`config.mk`:
```
export PLATFORM = sky130hd
export DESIGN_NAME = mux_rr
export DESIGN_NICKNAME = d
export VERILOG_FILES = /design/src/rtl/mux_pkg.sv /design/src/rtl/mux_rr_arbiter.sv /design/src/rtl/mux_rr.sv
export SDC_FILE = /design/constraint.sdc
export NUM_CORES = 1
export LEC_CHECK = 0
export ABC_AREA = 1
export CAP_MARGIN = 20
export CORE_ASPECT_RATIO = 1.4
export CORE_MARGIN = 5
export CORE_UTILIZATION = 40
export CTS_CLUSTER_DIAMETER = 150
export CTS_CLUSTER_SIZE = 12
export DETAILED_ROUTE_END_ITERATION = 8
export PLACE_DENSITY = 0.84
export SYNTH_ARGS = -nofsm -noshare
export SYNTH_HDL_FRONTEND = slang
export SYNTH_HIERARCHICAL = 1
export SYNTH_SLANG_ARGS = --single-unit
```
`constraint.sdc`:
```
create_clock -name clk -period 2.25 [get_ports clk]
set_clock_uncertainty 0.1 [all_clocks]
set_input_delay 0.3375 -clock clk [delete_from_list [all_inputs] [get_ports clk]]
set_output_delay 0.3375 -clock clk [all_outputs]
set_load 0.02 [all_outputs]
```
`src/rtl/mux_pkg.sv`:
```
// Shared constants for the registered N-channel multiplexer family.
package mux_pkg;

  localparam int MODE_FIXED = 0;
  localparam int MODE_RR    = 1;

  // Select width for n channels, never below one bit.
  function automatic int sel_w(input int n);
    return (n <= 2) ? 1 : $clog2(n);
  endfunction

endpackage

```
`src/rtl/mux_rr_arbiter.sv`:
```
// Round-robin arbiter: first requester at or after ptr, wrapping modulo CHANNELS.
module rr_arbiter
  import mux_pkg::*;
#(
  parameter int CHANNELS = 4,
  parameter int SEL_W    = sel_w(CHANNELS)
) (
  input  logic [CHANNELS-1:0] req,
  input  logic [SEL_W-1:0]    ptr,
  output logic [CHANNELS-1:0] grant,
  output logic [SEL_W-1:0]    grant_idx
);

  localparam logic [SEL_W:0] CH_W = (SEL_W+1)'(CHANNELS);

  logic [SEL_W:0]   sum_s;
  logic [SEL_W-1:0] pos_s;
  logic             hit_s;
  logic             found_s;

  // The wrap is an explicit subtract so non-power-of-two channel counts work.
  always_comb begin
    grant     = '0;
    grant_idx = '0;
    found_s   = 1'b0;
    sum_s     = '0;
    pos_s     = '0;
    hit_s     = 1'b0;
    for (int k = 0; k < CHANNELS; k++) begin
      sum_s     = {1'b0, ptr} + (SEL_W+1)'(k);
      sum_s     = (sum_s >= CH_W) ? (sum_s - CH_W) : sum_s;
      pos_s     = sum_s[SEL_W-1:0];
      hit_s     = !found_s && req[pos_s];
      grant     = hit_s ? (grant | (CHANNELS'(1) << pos_s)) : grant;
      grant_idx = hit_s ? pos_s : grant_idx;
      found_s   = found_s | hit_s;
    end
  end

endmodule

```
`src/rtl/mux_rr.sv`:
```
// N-channel registered multiplexer with fixed-select or round-robin arbitration.
module mux_rr
  import mux_pkg::*;
#(
  parameter int DATA_WIDTH = 8,
  parameter int CHANNELS   = 4,
  parameter int MODE       = MODE_RR,
  parameter int SEL_W      = sel_w(CHANNELS)
) (
  input  logic                           clk,
  input  logic                           rst,
  input  logic [CHANNELS*DATA_WIDTH-1:0] in_data,
  input  logic [CHANNELS-1:0]            in_valid,
  output logic [CHANNELS-1:0]            in_ready,
  input  logic [SEL_W-1:0]               sel,
  output logic [DATA_WIDTH-1:0]          out_data,
  output logic [SEL_W-1:0]               out_chan,
  output logic                           out_valid,
  input  logic                           out_ready
);

  localparam logic [SEL_W-1:0] LAST_CH = SEL_W'(CHANNELS - 1);

  logic [DATA_WIDTH-1:0] out_data_q, out_data_d;
  logic [SEL_W-1:0]      out_chan_q, out_chan_d;
  logic                  out_valid_q, out_valid_d;
  logic [SEL_W-1:0]      ptr_q, ptr_d;

  logic [CHANNELS-1:0]   grant_s;
  logic [SEL_W-1:0]      grant_idx_s;
  logic [DATA_WIDTH-1:0] sel_data_s;
  logic                  load_s;
  logic                  any_grant_s;

  if (MODE == MODE_RR) begin : g_rr
    logic sel_unused_s;
    assign sel_unused_s = ^sel;

    rr_arbiter #(
      .CHANNELS (CHANNELS),
      .SEL_W    (SEL_W)
    ) u_arb (
      .req       (in_valid),
      .ptr       (ptr_q),
      .grant     (grant_s),
      .grant_idx (grant_idx_s)
    );
  end else begin : g_fixed
    logic ptr_unused_s;
    assign ptr_unused_s = ^ptr_q;

    // An out-of-range sel matches no channel, so it yields no grant.
    always_comb begin
      grant_s     = '0;
      grant_idx_s = sel;
      for (int i = 0; i < CHANNELS; i++) begin
        grant_s[i] = in_valid[i] && (sel == SEL_W'(i));
      end
    end
  end

  assign load_s      = !out_valid_q || out_ready;
  assign any_grant_s = |grant_s;
  assign in_ready    = rst ? '0 : (grant_s & {CHANNELS{load_s}});

  // One-hot grant makes an AND-OR data select sufficient.
  always_comb begin
    sel_data_s = '0;
    for (int i = 0; i < CHANNELS; i++) begin
      sel_data_s = sel_data_s | (in_data[i*DATA_WIDTH +: DATA_WIDTH] & {DATA_WIDTH{grant_s[i]}});
    end
  end

  always_comb begin
    out_data_d  = out_data_q;
    out_chan_d  = out_chan_q;
    out_valid_d = out_valid_q;
    ptr_d       = ptr_q;
    if (load_s && any_grant_s) begin
      out_data_d  = sel_data_s;
      out_chan_d  = grant_idx_s;
      out_valid_d = 1'b1;
      ptr_d       = (grant_idx_s == LAST_CH) ? '0 : (grant_idx_s + SEL_W'(1));
    end else if (load_s) begin
      out_valid_d = 1'b0;
    end else begin
      out_valid_d = out_valid_q;
    end
  end

  always_ff @(posedge clk or posedge rst) begin
    if (rst) begin
      out_data_q  <= '0;
      out_chan_q  <= '0;
      out_valid_q <= 1'b0;
      ptr_q       <= '0;
    end else begin
      out_data_q  <= out_data_d;
      out_chan_q  <= out_chan_d;
      out_valid_q <= out_valid_d;
      ptr_q       <= ptr_d;
    end
  end

  assign out_data  = out_data_q;
  assign out_chan  = out_chan_q;
  assign out_valid = out_valid_q;

endmodule

```
==> out/qor.yml <==
crit_type: "flop to output pin"
hold_viol_final: 0
synth_cell_types: 22
r2r_cells: 14
outcome: "complete, but fails checks"
initial_core_util: 0.4198
violations: "setup timing"
cp.arrival_ns: 1.92
io_buffers: 53
synth_xor_area_frac: 0
worstMarginPinSlew_ns: 0.2959
pin_count: 56
grt_first_pass_wirelength_mm: 7.231
place_congestion: 0.9207
yosysSeqAreaShare: 0.2273
hpwl_mm: 3.530
vias_per_cell: 4.959
synth_flop_cell: "dfrtp_1"
num_rows: 25
fmax_mhz: 424.6
r2r-start: "ptr_q[0]"
overflow: 0
grtUsageTotal: 0.1967
finalNonFillerCells: 345
synth-edff-count: 0
htreeDepth: 1
syn_area_mm2: 0.001431
cts_tree: "yes"
drtAntennaViolNets: 0
synth_fa_ha_area_frac: 0.05245
syn_inst: 229
clkLatencyLatePin_ns: 0.24
design_area_mm2: 0.002391
final.min_clock_period_ns: 2.355
drcViolationCount: 0
n_antenna_cell: 0
cp_max_fo: 10
grt_pass1_vias: 1747
synth.area.mux_share: 0
numCtsBuffers: 3
crit_end: "in_ready[0]"
num_vias: 1711
fp.dieArea_mm2: 0.004892
coreArea_mm2: 0.003410
drtIter0Drc: 48
placed_cell_area_mm2: 0.002151
startpoint_type: "flop"
cp-end-kind: "output pin"
final_common_cell: "nand2_1"
synth_compound_area_frac: 0.05157
cts.path.max_buffers: 2
fp.dieH_um: 80.78
avgSynthCellArea_um2: 6.251
yosysWarnings: 6
drt_wl_total_mm: 4.673
finalCritPeriodShare: 1.047
root_buffer: "clkbuf_8"
syn2layout_area_growth_pct: 67.05
synth_nets: 276
clock-sinks: 13
grt_start_max_net_pins: 14
rsz0062_at_grt: "true"
die_w_um: 60.56
hp-class: "primary input to async pin"
drive_gt1_frac: 0.2721
fillers: 278
critical_path_required_ns: 1.81
drv_cap: 0
setup_slack_ns: -0.1051
synthSimpleGateAreaFrac: 0.5245
most-common-layout-cells: "106 x nand2_1, 48 x clkdlybuf4s50_1, 24 x inv_1"
drtPass1Iterations: 4
path_clk_slew_ns: 0.06
place_inst: 336
fin_nets: 353
setup_viol_count_final: 6
r2r_slack_ns: 0.01
wl_per_cell_um: 13.54
slew_headroom: 0.8025
synth_top_family_by_area: "simple AND/OR/NAND/NOR gates"
synth-seq-cells: 13
antenna_found_initial: 0
synthArstFlopShare: 1.000
cp-startpoint: "ptr_q[0]"
finalMaxSlewViolations: 0
reg2reg_to: "out_data[5]"
-- critical path, cell delays in order, from the launching register on --
cell	delay, ns
dfrtp_1	0.42
buf_4	0.20
nand2_2	0.10
nand2_4	0.08
nand2_8	0.08
nand2_8	0.08
nor2_4	0.16
nand3_1	0.13
nand3_2	0.10
nand2_2	0.07
nor2_4	0.14
buf_6	0.12
-- how the worst min path moves through the flow --
stage	start	to	slack, ns
2_1_floorplan	rst	out_chan[0]	0.15
3_3_place_gp	out_data[5]	out_data[5]	0.36
3_5_place_dp	out_data[7]	out_data[7]	0.38
4_1_cts	rst	out_data[1]	0.23
5_1_grt	rst	out_data[1]	0.24
6_report	rst	out_data[1]	0.25
-- Yosys cell counts (2+ instances only) --
master,instances,area (um2)
a21oi_1,5,25.02
nand2_4,3,33.78
a21boi_0,4,30.03
o21ai_1,2,10.01
ha_1,6,75.07
nor2_1,10,37.54
nor2_4,3,33.78
nand2_2,3,18.77
nand2_8,2,40.04
nand3_1,23,115.1
buf_6,6,67.56
inv_1,27,101.4
nand2_1,114,427.9
dfrtp_1,13,325.3
-- through the flow --
stage,util,setup TNS (ns),setup slack (ns),hold slack (ns)
after floorplan,-,0,0.004626,0.1465
after global placement,0.6308,-5.165,-0.5004,0.3639
after detailed placement,0.6308,-6.148,-0.5444,0.3751
after CTS,0.6829,-0.1796,-0.05120,0.2253
after global routing,0.7013,-2.039,-0.2091,0.2444
final,0.7013,-0.3006,-0.1051,0.2500
-- layout make-up --
cell class	instances	area [um2]	share of cell area
clock buffers	4	45.04	0.01884
inverters	30	127.6	0.05338
multi-input cells	182	1102	0.4610
flip-flops and latches	13	326.6	0.1366
well taps	40	50.05	0.02093
repair buffers	76	739.5	0.3093
-- what timing repair did --
item,CTS,global route
gates cloned,1,2
pin swaps,14,4
hold buffers,0,0
setup buffers,1,1
endpoints found under the setup margin,17,17
resized for setup,56,7
-- layer usage --
metal  part of all wire  GRT usage  up-vias  wire, um
met3              0.073    0.05723       14       340
met4              0.026    0.06941        0       121
met2               0.56     0.3799       66      2594
li1                   -          -      848         -
met1               0.35     0.1904      783      1617
met5                  0          0        -         0
-- sequential cells by signal (all words and copies together), names as in the netlist --
name	cells
ptr_q	2
out_valid	1
out_chan	2
out_data	8
-- cells by family after synthesis --
| kind of cell | count (synthesis) |
|---|---|
| buf+inv | 37 |
| simple gates | 161 |
| flops | 13 |
| fa+ha+maj | 6 |
| compound gates | 12 |
Power is left out: the tool's default activity adds up to more than one toggle a clock period on the data nets, which glitch-free logic cannot reach.
==> variant 1 (same settings) <==
`DATA_WIDTH`: 8 -> 12.
--- a/src/rtl/mux_rr.sv
+++ b/src/rtl/mux_rr.sv
@@ -2,7 +2,7 @@
 module mux_rr
   import mux_pkg::*;
 #(
-  parameter int DATA_WIDTH = 8,
+  parameter int DATA_WIDTH = 12,
   parameter int CHANNELS   = 4,
   parameter int MODE       = MODE_RR,
   parameter int SEL_W      = sel_w(CHANNELS)
Interface: changed (resized in_data and out_data); port bits go from 56 to 76. The function was not compared with the original's and may differ.
==> variant 1 against the unedited design <==
The run still ends with setup timing left; routed wire length increased by 29%; final area increased by 24%; area after synthesis increased by 18%; sequential cell count increased by 4; register-to-register slack got worse by 60 ps; non-clock buffer count increased by 27; worst setup slack improved by 16 ps; sequential share of layout area increased by 0.72 points; cell count increased by 24%; count of clock-buffer cells in the layout decreased by 1; critical endpoint is now in_ready[1].
==> variant 1: results (changes against the unedited design) <==
INFO  metric worstMarginPinSlew = 350.0 ps (was 295.9 ps)
INFO  metric whs_endpoint = out_data[3]
INFO  metric post_synth_most_frequent_cells = sky130_fd_sc_hd__nand2_1, sky130_fd_sc_hd__inv_1, sky130_fd_sc_hd__nand3_1 (unchanged)
INFO  metric place_worst_setup_slack = -576.8 ps (was -544.4 ps)
INFO  metric grtUsageMet2 = 41.25% (was 37.99%)
INFO  metric critical_path.endpoint = in_ready[1] (was in_ready[0])
INFO  metric grt_first_pass_wirelength = 9128 um (was 7231 um)
INFO  metric vias = 2112 (was 1711)
INFO  metric routed_wire_length_per_instance = 14.07 um (was 13.54 um)
INFO  metric cp_slowest_cell = sky130_fd_sc_hd__dfrtp_2 (was sky130_fd_sc_hd__dfrtp_1)
INFO  metric finalSetupViolations = 20 (was 6)
INFO  metric yosys-top-cells-area = sky130_fd_sc_hd__nand2_1, sky130_fd_sc_hd__dfrtp_1, sky130_fd_sc_hd__inv_1, sky130_fd_sc_hd__nand3_1, sky130_fd_sc_hd__ha_1 (was sky130_fd_sc_hd__nand2_1, sky130_fd_sc_hd__dfrtp_1, sky130_fd_sc_hd__nand3_1, sky130_fd_sc_hd__inv_1, sky130_fd_sc_hd__ha_1)
INFO  metric drtIter0Drc = 51 (was 48)
INFO  metric min-delay-path-class = flip-flop to flip-flop (was input pin to asynchronous set/reset pin)
INFO  metric final_layout_size_suffix_gt1_share = 25.00% (was 27.21%)
INFO  metric cts-root-to-sink-buffers = 2 (unchanged)
INFO  metric placed_wire_length_estimate_after_detailed_placement = 4142 um (was 3530 um)
INFO  metric detailroute.wirelength.met3 = 300 um (was 340 um)
INFO  metric arrival = 1900 ps (was 1920 ps)
INFO  metric drt-vias-per-instance = 4.923 (was 4.959)
INFO  metric wl_met1 = 2157 um (was 1617 um)
INFO  metric outcome = complete, but fails checks (unchanged)
INFO  metric detailed_place.area = 0.002736 mm^2 (was 0.002151 mm^2)
INFO  metric placedCellCount = 413 (was 336)
INFO  metric final_replace_weighted_congestion = 0.9070 (was 0.9207)
INFO  metric register_area_share_after_synthesis = 25.24% (was 22.73%)
INFO  metric final_critical_path_setup_slack = -89.30 ps (was -105.1 ps)
INFO  metric gr-usage-all-layers = 20.75% (was 19.67%)
INFO  metric r2r_slack = -50 ps (was 10 ps)
INFO  metric reg2reg_to = out_data[8] (was out_data[5])
INFO  metric synth_adder_area_share = 4.454% (was 5.245%)
INFO  metric num-nets-final = 448 (was 353)
INFO  metric grt_use_met3 = 2.724% (was 5.723%)
INFO  metric placement.io_buffers = 73 (was 53)
INFO  metric failed_checks = setup timing (unchanged)
INFO  metric dr_wl_met2 = 3363 um (was 2594 um)
INFO  metric largest_register_ffs = 12 (was 8)
INFO  metric hold-worst-slack = 396.2 ps (was 250.0 ps)
INFO  metric grt_pass1_vias = 2062 (was 1747)
-- variant 1: cell count changes after synthesis, sizes merged --
cell,change
inv,+8
nand2,+40
dfrtp,+4
-- variant 1: what timing repair did --
action,CTS,global route
pin swaps,13,8
setup endpoints to repair,21,21
setup buffers,7,2
gates resized for setup,43,7
cloned,3,0
-- variant 1: stage by stage --
step	total power, mW	setup TNS (ps)
floorplan	3.548	0
global placement	4.525	-9050
detailed placement	4.605	-9504
CTS	5.455	-652.8
global route	6.157	-2993
finish	5.740	-1108
-- variant 1: layout make-up --
cell class,count,area (um^2)
clock buffer,3,41.29
clock inverter,1,5.005
fill,307,1192
inverter,38,162.7
multi-input combinational,222,1315
sequential,17,427.9
tap,45,56.30
timing repair buffer,103,968.4
-- variant 1: where the power goes --
group | total, mW | internal [mW] | switching (mW)
combinational | 4.91 | 1.99 | 2.92
sequential | 0.595 | 0.486 | 0.110
clock | 0.233 | 0.123 | 0.110
==> variant 2 (config.mk and constraints unchanged) <==
Without the edit above. `out_data_q` no longer has a reset.
--- a/src/rtl/mux_rr.sv
+++ b/src/rtl/mux_rr.sv
@@ -90,16 +90,18 @@
 
   always_ff @(posedge clk or posedge rst) begin
     if (rst) begin
-      out_data_q  <= '0;
       out_chan_q  <= '0;
       out_valid_q <= 1'b0;
       ptr_q       <= '0;
     end else begin
-      out_data_q  <= out_data_d;
       out_chan_q  <= out_chan_d;
       out_valid_q <= out_valid_d;
       ptr_q       <= ptr_d;
     end
+  end
+
+  always_ff @(posedge clk) begin
+    out_data_q <= out_data_d;
   end
 
   assign out_data  = out_data_q;
Behaviour: not the same (a bounded check fails within 4 cycles, from zero or initial values and one cycle with rst high).
==> variant 2 against the unedited design <==
Cell count shrank 17%; synthesized cell count shrank 25%; highest routed layer unchanged; worst setup slack lost 12 ps; final area shrank 8.1%; largest cell class unchanged; the flow still finishes with violations (setup timing); routed wire length shrank 9.7%; area after synthesis shrank 13%; sequential cell count is the same.
==> variant 2: results (changes against the unedited design) <==
INFO  metric outcome = complete, but fails checks (unchanged)
INFO  metric failed_checks = setup timing (unchanged)
INFO  metric grt_use_met3 = 4.237% (was 5.723%)
INFO  metric worstMarginPinSlew = 267.7 ps (was 295.9 ps)
INFO  metric final_replace_weighted_congestion = 0.7914 (was 0.9207)
INFO  metric count_of_mapped_cells_out_of_synthesis = 171 (was 229)
INFO  metric seq_cell_count = 13 (unchanged)
INFO  metric r2r_slack = -90 ps (was 10 ps)
INFO  metric timing.critical_path.fanout_max = 9 (was 10)
INFO  metric gr-usage-all-layers = 19.46% (was 19.67%)
INFO  metric cts_resized = 46 (was 56)
INFO  metric detailed_place.area = 0.001984 mm^2 (was 0.002151 mm^2)
INFO  metric async_s_r_ff_share_synth = 38.46% (was 100.0%)
INFO  metric place_worst_setup_slack = -556.3 ps (was -544.4 ps)
INFO  metric cts.repair_timing.setup_buffer_count = 2 (was 1)
INFO  metric grt_first_pass_wirelength = 6727 um (was 7231 um)
INFO  metric finalSetupViolations = 12 (was 6)
INFO  metric tap_count = 39 (was 40)
INFO  metric num-nets-final = 297 (was 353)
INFO  metric ff_latch_area = 367.9 um^2 (was 326.6 um^2)
INFO  metric ys_types = 23 (was 22)
INFO  metric final_critical_path_setup_slack = -117.3 ps (was -105.1 ps)
INFO  metric synth_adder_area_share = 5.994% (was 5.245%)
INFO  metric final.signal_inverter_count = 15 (was 30)
INFO  metric drtIter0Drc = 85 (was 48)
INFO  metric post_synth_most_frequent_cells = sky130_fd_sc_hd__nand2_1, sky130_fd_sc_hd__nand3_1, sky130_fd_sc_hd__inv_1 (was sky130_fd_sc_hd__nand2_1, sky130_fd_sc_hd__inv_1, sky130_fd_sc_hd__nand3_1)
INFO  metric final_cells = 288 (was 345)
INFO  metric worst_setup_path_startpoint = in_valid[2] (was ptr_q[0])
INFO  metric hold-worst-slack = 368.3 ps (was 250.0 ps)
INFO  metric yosys-top-cells-area = sky130_fd_sc_hd__edfxtp_1, sky130_fd_sc_hd__nand2_1, sky130_fd_sc_hd__nand3_1, sky130_fd_sc_hd__dfrtp_1, sky130_fd_sc_hd__ha_1 (was sky130_fd_sc_hd__nand2_1, sky130_fd_sc_hd__dfrtp_1, sky130_fd_sc_hd__nand3_1, sky130_fd_sc_hd__inv_1, sky130_fd_sc_hd__ha_1)
INFO  metric final_core_util = 71.77% (was 70.13%)
==> variant 2: cell types whose count changed after synthesis, sizes merged, moves of 2 or more <==
cell	delta
nand2	-51
inv	-15
dfrtp	-8
edfxtp	+8
nand4	+8
nand3	+4
buf	-2
==> variant 2: worst max-delay path, stage by stage <==
cell,delay (ps)
sky130_fd_sc_hd__clkdlybuf4s50_1,500
sky130_fd_sc_hd__inv_1,90
sky130_fd_sc_hd__nand2_4,70
sky130_fd_sc_hd__nand3_4,140
sky130_fd_sc_hd__nand2_8,140
sky130_fd_sc_hd__nor2_4,60
sky130_fd_sc_hd__a21oi_1,180
sky130_fd_sc_hd__nand3_2,100
sky130_fd_sc_hd__buf_4,190
sky130_fd_sc_hd__nor2_4,100
sky130_fd_sc_hd__nand2_4,70
sky130_fd_sc_hd__nand2_4,70
sky130_fd_sc_hd__clkinvlp_4,170
